## src/rtl/data_bus_arbiter_if.sv

```systemverilog
// rtl/data_bus_arbiter_if.sv - requester, memory and grant signals of the two-port data bus arbiter
// slave = the arbiter itself; master = the requesters and memory that surround it.
interface data_bus_arbiter_if;
  logic        a_req;
  logic        a_rw;
  logic [31:0] a_addr;
  logic [31:0] a_wdata;
  logic        a_ack;
  logic [31:0] a_rdata;

  logic        b_req;
  logic        b_rw;
  logic [31:0] b_addr;
  logic [31:0] b_wdata;
  logic        b_ack;
  logic [31:0] b_rdata;

  logic        m_strobe;
  logic        m_rw;
  logic [31:0] m_addr;
  logic [31:0] m_dout;
  logic [31:0] m_din;

  logic [1:0]  owner;

  modport slave (
    input  a_req, a_rw, a_addr, a_wdata,
    output a_ack, a_rdata,
    input  b_req, b_rw, b_addr, b_wdata,
    output b_ack, b_rdata,
    output m_strobe, m_rw, m_addr, m_dout,
    input  m_din,
    output owner
  );

  modport master (
    output a_req, a_rw, a_addr, a_wdata,
    input  a_ack, a_rdata,
    output b_req, b_rw, b_addr, b_wdata,
    input  b_ack, b_rdata,
    input  m_strobe, m_rw, m_addr, m_dout,
    output m_din,
    input  owner
  );
endinterface

```

## src/rtl/data_bus_arbiter.sv

```systemverilog
// rtl/data_bus_arbiter.sv - two-port arbiter serialising requests onto a single-ported memory bus
// Tie-break: DATA_BUS_ARBITER_RR_EN defined = round-robin, undefined = port A fixed priority.
module data_bus_arbiter #(
  parameter int LATENCY = 1
) (
  input  logic                 clk,
  input  logic                 reset_n,
  data_bus_arbiter_if.slave    bus
);

  typedef enum logic [1:0] {
    S_IDLE  = 2'd0,
    S_ISSUE = 2'd1,
    S_WAIT  = 2'd2,
    S_DONE  = 2'd3
  } state_t;

  localparam logic [2:0] CNT_INIT  = 3'(LATENCY - 1);
  localparam logic [1:0] OWN_NONE  = 2'b00;
  localparam logic [1:0] OWN_A     = 2'b01;
  localparam logic [1:0] OWN_B     = 2'b10;

  state_t      state_q;
  logic [2:0]  cnt_q;
  logic [1:0]  owner_q;
  logic        rw_q;
  logic [31:0] addr_q;
  logic [31:0] wdata_q;
  logic        strobe_q;
  logic        a_ack_q;
  logic        b_ack_q;
  logic [31:0] a_rdata_q;
  logic [31:0] b_rdata_q;

  logic        any_req_d;
  logic        pick_b_d;

  assign any_req_d = bus.a_req | bus.b_req;

`ifdef DATA_BUS_ARBITER_RR_EN
  // last_q = 1 means port B holds the most recent completed grant
  logic last_q;
  assign pick_b_d = bus.b_req & (~bus.a_req | ~last_q);
`else
  assign pick_b_d = bus.b_req & ~bus.a_req;
`endif

  always_ff @(posedge clk or negedge reset_n) begin
    if (!reset_n) begin
      state_q   <= S_IDLE;
      cnt_q     <= 3'd0;
      owner_q   <= OWN_NONE;
      rw_q      <= 1'b0;
      addr_q    <= 32'd0;
      wdata_q   <= 32'd0;
      strobe_q  <= 1'b0;
      a_ack_q   <= 1'b0;
      b_ack_q   <= 1'b0;
      a_rdata_q <= 32'd0;
      b_rdata_q <= 32'd0;
`ifdef DATA_BUS_ARBITER_RR_EN
      last_q    <= 1'b1;
`endif
    end else begin
      strobe_q <= 1'b0;
      a_ack_q  <= 1'b0;
      b_ack_q  <= 1'b0;

      case (state_q)
        S_IDLE: begin
          if (any_req_d) begin
            // requester inputs are sampled only here; later changes wait for the next grant
            owner_q  <= pick_b_d ? OWN_B : OWN_A;
            rw_q     <= pick_b_d ? bus.b_rw    : bus.a_rw;
            addr_q   <= pick_b_d ? bus.b_addr  : bus.a_addr;
            wdata_q  <= pick_b_d ? bus.b_wdata : bus.a_wdata;
            strobe_q <= 1'b1;
            state_q  <= S_ISSUE;
          end else begin
            owner_q <= OWN_NONE;
          end
        end

        S_ISSUE: begin
          if (rw_q) begin
            a_ack_q <= (owner_q == OWN_A);
            b_ack_q <= (owner_q == OWN_B);
            state_q <= S_DONE;
          end else begin
            cnt_q   <= CNT_INIT;
            state_q <= S_WAIT;
          end
        end

        S_WAIT: begin
          // LATENCY cycles in WAIT, so m_din is taken at the end of cycle LATENCY after the strobe
          if (cnt_q == 3'd0) begin
            if (owner_q == OWN_A) begin
              a_rdata_q <= bus.m_din;
            end
            if (owner_q == OWN_B) begin
              b_rdata_q <= bus.m_din;
            end
            a_ack_q <= (owner_q == OWN_A);
            b_ack_q <= (owner_q == OWN_B);
            state_q <= S_DONE;
          end else begin
            cnt_q <= cnt_q - 3'd1;
          end
        end

        S_DONE: begin
`ifdef DATA_BUS_ARBITER_RR_EN
          last_q  <= owner_q[1];
`endif
          owner_q <= OWN_NONE;
          state_q <= S_IDLE;
        end

        default: begin
          owner_q <= OWN_NONE;
          state_q <= S_IDLE;
        end
      endcase
    end
  end

  assign bus.m_strobe = strobe_q;
  assign bus.m_rw     = rw_q;
  assign bus.m_addr   = addr_q;
  assign bus.m_dout   = wdata_q;
  assign bus.a_ack    = a_ack_q;
  assign bus.b_ack    = b_ack_q;
  assign bus.a_rdata  = a_rdata_q;
  assign bus.b_rdata  = b_rdata_q;
  assign bus.owner    = owner_q;

endmodule
```

## src/flat_wrapper.sv

```systemverilog
// flat-port wrapper written by rule: the top's interface ports become plain ports
module data_bus_arbiter_flat 
#(
  parameter int LATENCY = 1
)
  (clk, reset_n, bus_a_req, bus_a_rw, bus_a_addr, bus_a_wdata, bus_a_ack, bus_a_rdata, bus_b_req, bus_b_rw, bus_b_addr, bus_b_wdata, bus_b_ack, bus_b_rdata, bus_m_strobe, bus_m_rw, bus_m_addr, bus_m_dout, bus_m_din, bus_owner);
  data_bus_arbiter_if bus_i ();
  input  logic clk;
  input  logic reset_n;
  input wire logic [$bits(bus_i.a_req)-1:0] bus_a_req;
  input wire logic [$bits(bus_i.a_rw)-1:0] bus_a_rw;
  input wire logic [$bits(bus_i.a_addr)-1:0] bus_a_addr;
  input wire logic [$bits(bus_i.a_wdata)-1:0] bus_a_wdata;
  output wire logic [$bits(bus_i.a_ack)-1:0] bus_a_ack;
  output wire logic [$bits(bus_i.a_rdata)-1:0] bus_a_rdata;
  input wire logic [$bits(bus_i.b_req)-1:0] bus_b_req;
  input wire logic [$bits(bus_i.b_rw)-1:0] bus_b_rw;
  input wire logic [$bits(bus_i.b_addr)-1:0] bus_b_addr;
  input wire logic [$bits(bus_i.b_wdata)-1:0] bus_b_wdata;
  output wire logic [$bits(bus_i.b_ack)-1:0] bus_b_ack;
  output wire logic [$bits(bus_i.b_rdata)-1:0] bus_b_rdata;
  output wire logic [$bits(bus_i.m_strobe)-1:0] bus_m_strobe;
  output wire logic [$bits(bus_i.m_rw)-1:0] bus_m_rw;
  output wire logic [$bits(bus_i.m_addr)-1:0] bus_m_addr;
  output wire logic [$bits(bus_i.m_dout)-1:0] bus_m_dout;
  input wire logic [$bits(bus_i.m_din)-1:0] bus_m_din;
  output wire logic [$bits(bus_i.owner)-1:0] bus_owner;
  assign bus_i.a_req = bus_a_req;
  assign bus_i.a_rw = bus_a_rw;
  assign bus_i.a_addr = bus_a_addr;
  assign bus_i.a_wdata = bus_a_wdata;
  assign bus_a_ack = bus_i.a_ack;
  assign bus_a_rdata = bus_i.a_rdata;
  assign bus_i.b_req = bus_b_req;
  assign bus_i.b_rw = bus_b_rw;
  assign bus_i.b_addr = bus_b_addr;
  assign bus_i.b_wdata = bus_b_wdata;
  assign bus_b_ack = bus_i.b_ack;
  assign bus_b_rdata = bus_i.b_rdata;
  assign bus_m_strobe = bus_i.m_strobe;
  assign bus_m_rw = bus_i.m_rw;
  assign bus_m_addr = bus_i.m_addr;
  assign bus_m_dout = bus_i.m_dout;
  assign bus_i.m_din = bus_m_din;
  assign bus_owner = bus_i.owner;
  data_bus_arbiter #(.LATENCY(LATENCY)) u_core (.clk(clk), .reset_n(reset_n), .bus(bus_i));
endmodule
```

## config.mk

```make
export PLATFORM = sky130hd
export DESIGN_NAME = data_bus_arbiter_flat
export DESIGN_NICKNAME = d
export VERILOG_FILES = /design/src/rtl/data_bus_arbiter_if.sv /design/src/rtl/data_bus_arbiter.sv /design/src/flat_wrapper.sv
export SDC_FILE = /design/constraint.sdc
export NUM_CORES = 1
export LEC_CHECK = 0
export BUFFER_PORTS_ARGS = -buffer_cell sky130_fd_sc_hd__clkbuf_2
export CAP_MARGIN = 20
export CORE_UTILIZATION = 41
export CTS_CLUSTER_DIAMETER = 50
export CTS_CLUSTER_SIZE = 24
export DETAILED_ROUTE_END_ITERATION = 12
export PLACE_DENSITY = 0.85
export SKIP_LAST_GASP = 1
export SYNTH_ARGS = -nofsm -noshare
export SYNTH_HDL_FRONTEND = slang
export SYNTH_SLANG_ARGS = --single-unit
```

## constraint.sdc

```tcl
create_clock -name clk -period 1.77 [get_ports clk]
set_clock_uncertainty 0.15 [all_clocks]
set_input_delay 0.2655 -clock clk [delete_from_list [all_inputs] [get_ports clk]]
set_output_delay 0.2655 -clock clk [all_outputs]
set_load 0.01 [all_outputs]
```

==> results summary, run 1 <==
The number of nets with antenna violations after detailed routing came out at 0. STA classifies the critical path endpoint as a flop. The number of vias per cell came out at 4.92.

The detailed placer's ending HPWL came out at 10800 um. The number of standard-cell rows in the floorplan came out at 43. The floorplan step defined a die boundary enclosing 0.0150 sq mm. The post-synth design cell area is 0.00597 sq mm. The standard cell core area is 0.0140 sq mm.

The count of mapped cells out of synthesis is 470. The number of nets handed over by synthesis was 644. The clock transition time at the flip-flop clock pins of the worst setup and hold paths is 60 ps. The number of global-route vias before repair was 5622. The post-layout minimum cycle time is 1740 ps. The count of routing violations after the opening detailed-route iteration came out at 254.

The minimum setup slack among reg-to-reg paths is 30 ps. Of the available clock period, the critical path in the final layout requires 98.3%. The power density of the placed cells is 1600 mW/mm^2. The largest driver fanout on the critical path came out at 12.

Entering global routing, the biggest net connects 87 pins. The number of buffers created by CTS came out at 17. The final hold violation count is 0. The sum of overflow across all layers after global routing came out at 0. The worst setup path is of the reg -> reg kind. In this run the power spent charging and discharging nets is 5600 uW. The worst slew margin relative to its limit came out at 68.0%. Setup repair after global routing could not meet its margin everywhere. Once layout is complete, the utilization of the core stands at 69.0%.

Sequential elements use 58.3% of the synthesized area. The maximum clock insertion buffer count came out at 2. The share of Yosys cell area claimed by the top area cell type came out at 58.3%. Ranked by total cell area, the synthesized netlist is headed by sky130_fd_sc_hd__dfrtp_1, sky130_fd_sc_hd__mux2_2, sky130_fd_sc_hd__mux2i_1.

The initial antenna violation count came to 0. The worst setup margin is 29.4 ps. 300 I/O pins were placed. At the worst endpoint, the arrival time is 1880 ps.

In the final layout, the share of cells above drive strength 1 is 47.9%. The required time at the endpoint of the critical path is 1910 ps. The total negative setup slack came out at 0 ps. Prior to clock tree synthesis, the placed netlist has a worst setup slack of -48.4 ps. The worst hold path belongs to the class in -> reg. The tree is rooted in a sky130_fd_sc_hd__clkbuf_16. The endpoint identified for the worst register-to-register timing path is u_core.bus.a_rdata[29]$_DFFE_PN0P_. The cell count of the worst reg-to-reg path came out at 6.

For hold timing, the worst endpoint is u_core.bus.m_addr[18]$_DFFE_PN0P_. The count of unresolved DRC violations after routing came out at 0. The maximum clock rate is 0.575 GHz. The start of the worst register-to-register path is u_core.cnt_q[0]$_DFFE_PN0P_.

Input and output buffers added on the ports amount to 299. The worst hold path begins at bus_a_addr[18]. The TritonCTS clock tree is built.

Sequential cells account for 36.9% of the total power. The overall die height came out at 123 um. Internal power comes to 9860 uW. Max-cap violations in this run came to 0.

The leading cell type in the layout, fill and taps excluded is sky130_fd_sc_hd__clkbuf_2. The warning count from the yosys run came out at 0. The aggregate routed wire length came out at 18900 um.

The transition time at the pin with the least slew margin came out at 480 ps. The flow ran to the end, and the final reports show no timing, DRC or antenna violations. The share of total power in the clock network is 23.4%. The synthesized area divided by synthesized cell count came out at 12.7 sq um. The number of register bits inferred by synthesis came out at 139.

After detailed routing, the average wire length per cell comes to 17.2 um. The number of clock sinks came out at 139. The global-route wire length before repair came out at 27500 um. The fraction of power spent switching nets came out at 36.2%.

The maximum VDD drop is 765 uV. Setup violations remaining at the end of the flow were counted as 0. The library cells used most frequently in the layout, excluding fill and tap cells, are sky130_fd_sc_hd__clkbuf_2, sky130_fd_sc_hd__dfrtp_1, sky130_fd_sc_hd__dlygate4sd3_1. The count of pins over their slew limit came out at 0. At the end of routability-driven placement, the weighted congestion stood at 0.782. sky130_fd_sc_hd__dfrtp_1 takes more of the synthesized area than any other cell. The die boundary width is 123 um. The worst setup path is launched from a flop. The maximum level of the CTS H-tree came out at 4. The worst hold path stage count came out at 3. The initial utilization of the core area, before any placement, comes to 42.5%.

The distinct cell type count after synthesis came out at 26. The number of inserted diodes came out at 0. Compared with the post-synthesis result, the final layout area differs by 62.3%. In this run the static leakage power is 0.00516 uW. The first TritonRoute pass finished after 4 iterations. The number of setup buffers added after CTS came out at 0. The share of power burned in combinational logic came out at 39.7%.

The count of nets after finishing is 1082. The via count is 5416. The global-route usage over all layers is 24.3%. The clock latency on the worst-skew pair came out at 410 ps.
==> cell usage after synthesis, drive strengths merged <==
cell type  count
clkbuf         9
nand3          1
a211oi         1
nor2b          1
nor2           2
dfrtp        139
o31ai          1
o21ai         67
a2bb2oi        1
a21oi          1
or2b           2
nand4b         2
mux2          66
mux2i         68
inv            6
nand2b         2
ha             8
nand2         71
nor3b          3
buf           19
==> power groups by stage <==
stage               registers [uW]  clock network [uW]  logic (uW)
global route                  5870                3820        6720
detailed placement            5640                   0        5560
floorplan                     6270                   0        2350
global placement              5590                   0        5340
CTS                           5610                3650        5810
finish                        5700                3610        6140
==> metal layers <==
layer  track usage (%)  up-vias  share of wire (%)
met4              10.7        0                2.4
li1                  -     2511                  -
met2              45.6      254                 53
met3              6.32       32                6.9
met5                 0        -                  0
met1              25.3     2619                 37
==> registers in the layout, summed over array words and instances, names as in the netlist <==
register	cells
u_core.bus.a_ack	1
u_core.bus.b_rdata	32
u_core.bus.m_addr	32
u_core.bus.owner	2
u_core.bus.a_rdata	32
u_core.bus.m_strobe	1
u_core.bus.b_ack	1
u_core.bus.m_rw	1
u_core.state_q	2
u_core.cnt_q	3
u_core.bus.m_dout	32
==> worst max-delay path: stages, from the launching register on <==
cell and delay, ps:
sky130_fd_sc_hd__dfrtp_1 370, sky130_fd_sc_hd__inv_2 80, sky130_fd_sc_hd__ha_4 150, sky130_fd_sc_hd__ha_4 160
sky130_fd_sc_hd__nand4b_4 200, sky130_fd_sc_hd__clkbuf_16 240, sky130_fd_sc_hd__mux2_2 280
==> area by class of cell <==
class | instances | area, sq um
inverters | 6 | 22.5
repair buffers | 446 | 3030
well taps | 180 | 225
fillers | 945 | 4360
flip-flops and latches | 139 | 3480
clock buffers | 18 | 439
multi-input cells | 298 | 2330
clock inverters | 14 | 161
==> how the worst max path moves through the flow <==
stage	start	endpoint	slack, ps	cells after the start
detailed placement	u_core.cnt_q[1]$_DFFE_PN0P_	u_core.state_q[1]$_DFFE_PN0P_	-50	7
global placement	u_core.cnt_q[0]$_DFFE_PN0P_	u_core.bus.a_rdata[18]$_DFFE_PN0P_	30	6
global route	u_core.cnt_q[0]$_DFFE_PN0P_	u_core.bus.a_rdata[13]$_DFFE_PN0P_	-20	6
CTS	u_core.cnt_q[0]$_DFFE_PN0P_	u_core.bus.b_rdata[29]$_DFFE_PN0P_	-10	6
finish	u_core.cnt_q[0]$_DFFE_PN0P_	u_core.bus.a_rdata[29]$_DFFE_PN0P_	30	6
floorplan	u_core.cnt_q[0]$_DFFE_PN0P_	u_core.bus.a_rdata[0]$_DFFE_PN0P_	7	6
==> cells by family after synthesis <==
logic type               share of synthesized area [%]
buffers and inverters                             3.88
adder cells (fa/ha/maj)                           1.68
AO/OA/AOI/OAI                                     6.16
multiplexers                                      23.9
AND/OR/NAND/NOR                                   6.12
flip-flops                                        58.3
==> metrics by stage <==
| step | total power (uW) | instance area (sq um) | instances | hold WS, ps |
|---|---|---|---|---|
| after CTS | 15100 | 9530 | 1094 | 0.724 |
| after floorplan | 8620 | 5970 | 470 | -180 |
| after global placement | 10900 | 7780 | 948 | 107 |
| after detailed placement | 11200 | 7780 | 948 | 112 |
| final | 15500 | 9680 | 1101 | 4.08 |
| after global routing | 16400 | 9680 | 1101 | 6.76 |
==> repair_timing <==
| item | CTS | global route |
|---|---|---|
| gates cloned | 0 | 4 |
| hold buffers | 114 | 3 |
| endpoints found under the setup margin | 17 | 94 |
| resized for setup | 2 | 12 |
| hold endpoints to repair | 245 | 2 |
No activity file was read; power rests on OpenSTA's default activity.
==> run 2: changes to the inputs <==
RECOVER_POWER = 100   (was unset)
==> results summary, run 2 (synthesis gave the netlist of run 1 again) <==
The standard cell core area came out at 0.0140 sq mm (unchanged). The overall die height came out at 123 um (unchanged). The worst hold margin came to 4.24 ps (was 4.08 ps). The count of placed standard cells in the final layout, fillers left out is 1101 (unchanged).

The end of the critical path is u_core.bus.a_rdata[29]$_DFFE_PN0P_ (unchanged). The initial antenna violation count is 0 (unchanged). The die boundary width is 123 um (unchanged). The number of clock sinks came to 139 (unchanged).

The type of destination of the critical path is a flop (unchanged). The endpoint of the lowest-slack register-to-register path is u_core.bus.a_rdata[29]$_DFFE_PN0P_ (unchanged). The number of placed instances with taps included came out at 948 (unchanged). The count of port buffers added during placement is 299 (unchanged).

The total negative setup slack came out at 0 ps (unchanged). The minimum setup slack among reg-to-reg paths came out at 30 ps (about the same). The kind of cell adding the most delay to the critical path is flip-flops (unchanged). The final cycle utilization of the critical path is 98.4% (was 98.3%).

The clock transition time at the flip-flop clock pins of the worst setup and hold paths came to 60 ps (about the same). The maximum clock rate is 0.574 GHz (was 0.575 GHz). The TritonCTS clock tree is built (unchanged).

The area added between synthesis and finish came out at 59.0% (was 62.3%). The arrival time reported for the critical path endpoint is 1880 ps (about the same). The count of buffering cells on the critical path with inverters included came to 2 (unchanged). The number of global-route vias before repair came out at 5622 (unchanged). The largest net degree at the start of global routing came to 87 (unchanged). The clock tree root driver cell is sky130_fd_sc_hd__clkbuf_16 (unchanged). The worst stage delay on the critical path is 370 ps (about the same). The number of standard-cell rows in the floorplan came out at 43 (unchanged). The detailed placer's ending HPWL came out at 10800 um (unchanged).

The sum of overflow across all layers after global routing is 0 (unchanged). The die outline area came out at 0.0150 sq mm (unchanged). The start of the worst register-to-register path was u_core.cnt_q[0]$_DFFE_PN0P_ (unchanged). Result of the run: finished clean (unchanged).

The number of inserted diodes is 0 (unchanged). The maximum clock insertion buffer count came out at 2 (unchanged). The count of unresolved DRC violations after routing is 0 (unchanged). The total setup violations reported at the end of the flow is 0 (unchanged). The clock latency on the worst-skew pair is 410 ps (about the same). The share of layout cells above drive strength 1 came out at 33.4% (was 47.9%). The via count came to 5457 (was 5416). The number of vias per cell was 4.96 (was 4.92).

The worst slew margin relative to its limit is 28.8% (was 68.0%). The aggregate routed wire length came out at 19000 um (was 18900 um). The standard cell with the maximum stage delay on the critical path is sky130_fd_sc_hd__dfrtp_1 (unchanged). The count of routing violations after the opening detailed-route iteration was 273 (was 254). The cell occurring most often along the worst timing path is sky130_fd_sc_hd__ha_4 (unchanged).

The final weighted congestion in routability-driven placement came to 0.782 (unchanged). The final hold violation count was 0 (unchanged). The global-route wire length before repair came out at 27500 um (unchanged). Cell-by-cell trace of the critical path: inv_2 > ha_4 > ha_4 > nand4b_4 > clkbuf_16 > mux2_2 (unchanged). The number of maximum-capacitance violations is 0 (unchanged).

The number of nets with antenna violations after detailed routing was 0 (unchanged). The post-layout minimum cycle time is 1740 ps (about the same). The number of logic stages on the critical path including buffering was 6 (unchanged). The first element of the critical path is u_core.cnt_q[0]$_DFFE_PN0P_ (unchanged). The maximum VDD drop came out at 784 uV (was 765 uV).

The required time at the endpoint of the critical path was 1910 ps (about the same). The type of the setup path with the least slack was reg -> reg (unchanged). The count of pins over their slew limit was 0 (unchanged). The post-placement setup slack was -48.4 ps (unchanged). The element type at the critical path start is a flop (unchanged). The leading cell type in the layout, fill and taps excluded is sky130_fd_sc_hd__clkbuf_2 (unchanged). Unrepaired setup endpoints after global routing: yes (unchanged). The startpoint of the lowest-slack hold path was bus_a_addr[18] (unchanged).

The maximum level of the CTS H-tree came to 4 (unchanged). The largest driver fanout on the critical path came out at 12 (unchanged). The count of nets after finishing was 1082 (unchanged). The power density of the placed cells is 1590 mW/mm^2 (was 1600 mW/mm^2). The cell count of the worst reg-to-reg path is 6 (unchanged).

The type of the worst min-delay path is in -> reg (unchanged). The transition time at the pin with the least slew margin came to 1070 ps (was 480 ps). The top-level port count is 300 (unchanged). The global-route usage over all layers is 24.3% (unchanged). The number of buffers created by CTS came to 17 (unchanged). The average routed wire per standard cell came out at 17.3 um (was 17.2 um). Most frequent cells in the layout: sky130_fd_sc_hd__clkbuf_2, sky130_fd_sc_hd__dfrtp_1, sky130_fd_sc_hd__clkbuf_1 (was sky130_fd_sc_hd__clkbuf_2, sky130_fd_sc_hd__dfrtp_1, sky130_fd_sc_hd__dlygate4sd3_1). The worst setup margin came out at 28.5 ps (was 29.4 ps). The total iterations of the first detailed-routing run is 4 (unchanged). The starting density of the core came out at 42.5% (unchanged). The static leakage power is 0.00475 uW (was 0.00516 uW).
==> run 2: cell types whose count changed in the layout (fill, tap and decap cells not counted) <==
cell / previous run / this run
sky130_fd_sc_hd__clkbuf_1: 0 / 133
sky130_fd_sc_hd__buf_12: 6 / 4
sky130_fd_sc_hd__buf_4: 20 / 21
sky130_fd_sc_hd__buf_6: 2 / 1
sky130_fd_sc_hd__clkbuf_2: 298 / 166
sky130_fd_sc_hd__clkbuf_4: 0 / 1
==> run 2: per-layer routing <==
layer	global-route usage, %	vias up	wire length, um
li1	-	2510	-
met1	25.3	2642	7120
met2	45.6	270	10100
met3	6.32	35	1310
met4	10.7	0	464
met5	0	-	0
==> run 2: worst min-delay path by stage <==
| stage | end | slack [ps] | cells after the start |
|---|---|---|---|
| global route | u_core.bus.m_addr[7]$_DFFE_PN0P_ | 7 | 3 |
| global placement | u_core.bus.m_addr[27]$_DFFE_PN0P_ | 110 | 2 |
| CTS | u_core.bus.m_addr[27]$_DFFE_PN0P_ | 0.7 | 3 |
| finish | u_core.bus.m_addr[18]$_DFFE_PN0P_ | 4 | 3 |
| detailed placement | u_core.bus.m_addr[25]$_DFFE_PN0P_ | 110 | 2 |
| floorplan | u_core.bus.a_ack$_DFF_PN0_ | -180 | 0 |
==> run 2: what timing repair did <==
| action | 4_1_cts | 5_1_grt |
|---|---|---|
| gates resized for setup | 2 | 12 |
| hold endpoints to repair | 245 | 2 |
| cloned | 0 | 4 |
| setup endpoints to repair | 17 | 94 |
| hold buffers | 114 | 3 |
| buffers inserted | 0 | 0 |
==> run 2: metrics by stage <==
step	util (%)	total power [uW]	area, sq um
after floorplan	-	8620	5970
after global placement	55.4	10900	7780
after detailed placement	55.4	11200	7780
after CTS	67.8	15100	9530
after global routing	67.5	16000	9490
final	67.5	15100	9490
==> run 2: where the power goes <==
| part | internal (uW) | switching, uW | leakage, uW |
|---|---|---|---|
| Clock | 2150 | 1460 | 0.000295 |
| Combinational | 2570 | 3200 | 0.00277 |
| Sequential | 4750 | 941 | 0.00168 |
==> run 2: layout make-up <==
cell class              count  area (sq um)
clock buffers              18           439
clock inverters            14           161
multi-input cells         298          2330
well taps                 180           225
repair buffers            446          2830
flip-flops and latches    139          3480
inverters                   6          22.5
fillers                  1044          4560
==> run 2: tightest hold or removal path, stage by stage <==
cell and delay, ps:
sky130_fd_sc_hd__clkbuf_2 70, sky130_fd_sc_hd__mux2i_1 60, sky130_fd_sc_hd__o21ai_0 130
